[src/rtl/mips_pkg.sv]
// Shared definitions for the MIPS pipeline front end.
package mips_pkg;

   localparam logic [31:0] NOP_INSTR          = 32'h0000_0000;
   localparam logic [31:0] WORD_MASK          = 32'hFFFF_FFFC;
   localparam logic [31:0] DEFAULT_RESET_PC   = 32'h0000_0000;
   localparam int unsigned DEFAULT_IMEM_DEPTH = 128;

   // What the fetch stage does on a given edge, in priority order.
   typedef enum logic [1:0] {
      ACT_RESET    = 2'd0,
      ACT_REDIRECT = 2'd1,
      ACT_STALL    = 2'd2,
      ACT_ADVANCE  = 2'd3
   } fetch_act_e;

endpackage : mips_pkg

[src/rtl/if_id_reg.sv]
// IF/ID pipeline register: holds on stall, clears to a nop on flush,
// otherwise captures the fetched word (or a bubble if the fetch was bad).
module if_id_reg
   import mips_pkg::*;
(
   input  logic        clk,
   input  logic        reset,
   input  logic        flush,
   input  logic        hold,
   input  logic        load_valid,
   input  logic [31:0] ir_in,
   input  logic [31:0] pc4_in,
   output logic [31:0] ir_out,
   output logic [31:0] pc4_out,
   output logic        valid_out
);

   logic [31:0] ir_q,  ir_d;
   logic [31:0] pc4_q, pc4_d;
   logic        valid_q, valid_d;

   // Next IF/ID contents: reset > flush > hold > load.
   always_comb begin
      // NOTE: every output gets a default first so no path leaves it unassigned (no latch).
      ir_d    = ir_q;
      pc4_d   = pc4_q;
      valid_d = valid_q;
      if (reset || flush) begin
         ir_d    = NOP_INSTR;
         pc4_d   = '0;
         valid_d = 1'b0;
      end else if (!hold) begin
         ir_d    = load_valid ? ir_in : NOP_INSTR;
         pc4_d   = pc4_in;
         valid_d = load_valid;
      end
   end

   // IF/ID state register.
   always_ff @(posedge clk) begin
      // NOTE: state updates use <= so every flop samples pre-edge values.
      ir_q    <= ir_d;
      pc4_q   <= pc4_d;
      valid_q <= valid_d;
   end

   assign ir_out    = ir_q;
   assign pc4_out   = pc4_q;
   assign valid_out = valid_q;

endmodule : if_id_reg

[src/rtl/instr_fetch_unit.sv]
// IF stage: owns the PC, reads instruction memory, fills IF/ID, and
// tracks fetch errors and the count of delivered instructions.
module instr_fetch_unit
   import mips_pkg::*;
#(
   parameter logic [31:0] RESET_PC   = DEFAULT_RESET_PC,
   parameter int unsigned IMEM_DEPTH = DEFAULT_IMEM_DEPTH
) (
   input  logic        clk,
   input  logic        reset,
   input  logic        stall,
   input  logic        redirect,
   input  logic [31:0] redirect_pc,
   input  logic [31:0] ir,
   output logic        memread,
   output logic [31:0] pc,
   output logic [31:0] if_id_ir,
   output logic [31:0] if_id_pc4,
   output logic        if_id_valid,
   output logic        fetch_err,
   output logic [31:0] fetch_count
);

   logic [31:0] pc_q, pc_d;
   logic        fetch_err_q, fetch_err_d;
   logic [31:0] fetch_count_q, fetch_count_d;
   logic [31:0] pc_plus4;
   logic        in_range;
   fetch_act_e  act;

   // Memory is idle only while reset is held, so ir is never disturbed then.
   assign memread = ~reset;

   // Decode this edge's action and compute next PC, error flag and counter.
   always_comb begin
      pc_plus4 = pc_q + 32'd4;
      in_range = ({2'b00, pc_q[31:2]} < IMEM_DEPTH);

      if (reset)         act = ACT_RESET;
      else if (redirect) act = ACT_REDIRECT;
      else if (stall)    act = ACT_STALL;
      else               act = ACT_ADVANCE;

      pc_d          = pc_q;
      fetch_err_d   = fetch_err_q;
      fetch_count_d = fetch_count_q;

      unique case (act)
         ACT_RESET: begin
            pc_d          = RESET_PC;
            fetch_err_d   = 1'b0;
            fetch_count_d = '0;
         end
         ACT_REDIRECT: begin
            // Low bits are dropped; a misaligned target is still flagged.
            pc_d = redirect_pc & WORD_MASK;
            if (redirect_pc[1:0] != 2'b00) fetch_err_d = 1'b1;
         end
         ACT_STALL: begin
         end
         ACT_ADVANCE: begin
            pc_d = pc_plus4;
            if (in_range) begin
               if (fetch_count_q != '1) fetch_count_d = fetch_count_q + 32'd1;
            end else begin
               fetch_err_d = 1'b1;
            end
         end
      endcase
   end

   // PC, sticky error and delivered-instruction counter.
   always_ff @(posedge clk) begin
      pc_q          <= pc_d;
      fetch_err_q   <= fetch_err_d;
      fetch_count_q <= fetch_count_d;
   end

   if_id_reg u_if_id_reg (
      .clk        (clk),
      .reset      (reset),
      .flush      (redirect),
      .hold       (stall),
      .load_valid (in_range),
      .ir_in      (ir),
      .pc4_in     (pc_plus4),
      .ir_out     (if_id_ir),
      .pc4_out    (if_id_pc4),
      .valid_out  (if_id_valid)
   );

   assign pc          = pc_q;
   assign fetch_err   = fetch_err_q;
   assign fetch_count = fetch_count_q;

endmodule : instr_fetch_unit

[config.mk]
export PLATFORM = sky130hd
export DESIGN_NAME = instr_fetch_unit
export DESIGN_NICKNAME = d
export VERILOG_FILES = /design/src/rtl/mips_pkg.sv /design/src/rtl/if_id_reg.sv /design/src/rtl/instr_fetch_unit.sv
export SDC_FILE = /design/constraint.sdc
export NUM_CORES = 1
export LEC_CHECK = 0
export CAP_MARGIN = 20
export CORE_MARGIN = 2
export CORE_UTILIZATION = 45
export DETAILED_ROUTE_END_ITERATION = 8
export PLACE_DENSITY = 0.79
export SLEW_MARGIN = 20
export SYNTH_ARGS = -nofsm -noshare
export SYNTH_HDL_FRONTEND = slang
export SYNTH_SLANG_ARGS = --single-unit
[constraint.sdc]
create_clock -name clk -period 4 [get_ports clk]
set_input_delay 0.6 -clock clk [delete_from_list [all_inputs] [get_ports clk]]
set_output_delay 0.6 -clock clk [all_outputs]
set_load 0.01 [all_outputs]
==> results.yml <==
outcome:
  status: "complete, no violations"
pwr:
  p_seq_share_pct: 44.7
  irDropWorstVdd_uv: 261.6
  power.density_mw_per_mm2: 396.8
  internal_power_w: 0.002571
  pwr-share-comb_pct: 9.3
  pwr-share-clk_pct: 46.0
  swShare_pct: 22.55
  switchingPower_w: 0.0007487
  power_w: 0.003320
  leakagePower_nw: 3.141
synthesis:
  async_reset_ff_share_pct: 0
  ys_warn_count: 0
  synth_edf_count: 63
  ys_types: 36
  synth_seq_cells: 126
  yosysSeqAreaShare_pct: 55.42
  syn_area_mm2: 0.005689
  synthCells: 531
  synthFlopType: "edfxtp_1"
  synth_area_per_cell_um2: 10.71
critical_path:
  worstPathRequired_ns: 4.12
  start_kind: "register"
  rrSetupSlack_ns: 1.35
  cp_slowest_cell: "or4_1"
  crit_family: "simple AND/OR/NAND/NOR gates"
  path_cells: "nand4_2 > or4_1 > nor4_1 > o21ai_2 > buf_4"
  max_stage_delay_ns: 0.89
  worstSetupPathType: "reg -> reg"
  worstSetupEndpointType: "register"
  critPathBufInv: 1
  critPathMaxFanout: 32
  cp.arrival_ns: 2.77
placed_design:
  detailed_place_hpwl_um: 11210
  place.port_buffers: 194
  place_area_mm2: 0.007774
  gp_congestion: 0.8516
clock_tree:
  cts_buffers: 17
  path_clk_slew_ns: 0.05
  cts_resized: 0
  cts_hold_buf: 0
  cts_max_path_buffers: 2
  h-tree-depth: 4
  post_cts_buffers: 0
  clock_latency_ns: 0.42
  cts_tree: "done"
  cts_sinks: 126
  cts_root_buf: "clkbuf_16"
finish:
  layout_common_cells: "clkdlybuf4s50_1 (194), edfxtp_1 (63), dfxtp_1 (63)"
  post-route-cell-area_mm2: 0.008368
  final_common_cell: "clkdlybuf4s50_1"
  nets: 793
  drive_above_1_share_pct: 7.609
  fin_util_pct: 67.13
  n_antenna_cell: 0
  area_growth_pct: 47.09
die:
  die_y_um: 116.4
  ios: 199
  fp-row-count: 41
  die_area_mm2: 0.01356
  initial_core_util_pct: 45.64
  fp.dieW_um: 116.4
  core-area_mm2: 0.01247
sta:
  fmax_ghz: 0.3776
  max-slew-margin-rel_pct: 55.72
  period_share_pct: 66.21
  rsz0062_at_grt: "false"
  hold_violations: 0
  tns_ns: 0
  min_period_ns: 2.648
  finalClockSkew_ns: 0.008721
  slew_viol_final: 0
  worstMarginPinSlew_ns: 0.6642
  setup_violations: 0
global_routing:
  grt_max_degree: 53
  grt_usage_pct: 23.15
  grt_pass1_wl_um: 24060
  grt_pass1_vias: 4641
  grt.overflow.total: 0
  antenna_found_initial: 0
routing:
  wl_met3_um: 1105
  wl_per_cell_um: 17.34
  drt-total-wl_um: 15750
  ant_nets: 0
  wl_met2_um: 7745
  drt_iter0_drc: 378
  top_layer_used: "met4"
  wl_met1_um: 6491
  drc_errors: 0
  dr.pass1.iters: 5
  viasPerCell: 5.461
  vias: 4959
run:
  cap_violations: 0
min_path:
  hold_path_class: "reg -> reg"
[cells in the mapped netlist, types with 14 or more instances]
master / n / share of area [%]
dfxtp_1: 63 / 22
edfxtp_1: 63 / 33
nand2_1: 47 / 3.1
nor2_1: 46 / 3.0
a21o_1: 39 / 5.1
a22o_1: 34 / 5.2
xnor2_1: 33 / 5.1
clkbuf_1: 23 / 1.5
nand3_1: 21 / 1.8
o21ai_0: 19 / 1.7
nand4_1: 17 / 1.9
xor2_1: 14 / 2.2
[power by group through the flow]
stage	clock network, W	logic (W)	registers, W
after global placement	0	0.000303	0.00150
final	0.00153	0.000309	0.00148
after global routing	0.00161	0.000330	0.00149
after CTS	0.00155	0.000310	0.00148
after floorplan	0	0.0000958	0.00151
after detailed placement	0	0.000308	0.00151
[area by class of cell]
type                       instances  area [µm²]
inverter                           8       30.03
clock inverter                    10       108.9
tap                              172       215.2
clock buffer                      22       485.5
multi-input combinational        369        2381
sequential                       126        3153
fill                             941        4098
timing repair buffer             201        1994
[stage by stage]
step	hold slack, ns	setup slack, ns	cells
final	0.4490	1.352	908
after global routing	0.4633	1.159	908
after CTS	0.4514	1.364	908
after detailed placement	0.4378	1.327	876
after global placement	0.4346	1.351	876
after floorplan	0.4710	0.9095	534
[registers in the layout, summed over array words and instances, names as in the netlist]
| signal | count |
|---|---|
| u_if_id_reg.valid_out | 1 |
| fetch_count | 32 |
| u_if_id_reg.ir_out | 32 |
| u_if_id_reg.pc4_out | 30 |
| fetch_err | 1 |
| pc | 30 |
[worst reg2reg max path, cell delays in order, from the launching register on]
cell and delay, ns:
edfxtp_1 0.47, nand4_2 0.20, or4_1 0.89, nor4_1 0.45, o21ai_2 0.07, buf_4 0.26
[layer usage]
layer / up-vias / GRT usage [%]
li1: 2351 / -
met1: 2379 / 28.65
met2: 195 / 37.48
met3: 34 / 7.421
met4: 0 / 9.762
met5: - / 0
[worst paths after layout]
path | from | end | depth (start not counted)
setup / recovery | fetch_count[4] | fetch_count[11] | 5
hold / removal | u_if_id_reg.pc4_out[30] | u_if_id_reg.pc4_out[30] | 2
setup reg to reg | fetch_count[4] | fetch_count[11] | 5
hold reg to reg | u_if_id_reg.pc4_out[30] | u_if_id_reg.pc4_out[30] | 2
[cells by family after synthesis]
| family | share of synthesized area (%) |
|---|---|
| AND/OR/NAND/NOR | 19.22 |
| flip-flops | 55.42 |
| AO/OA/AOI/OAI | 14.45 |
| XOR/XNOR | 7.236 |
| buffers and inverters | 3.167 |
| adder cells (fa/ha/maj) | 0.4398 |
| other | 0.06591 |
Power figures use the tool's default switching activity.
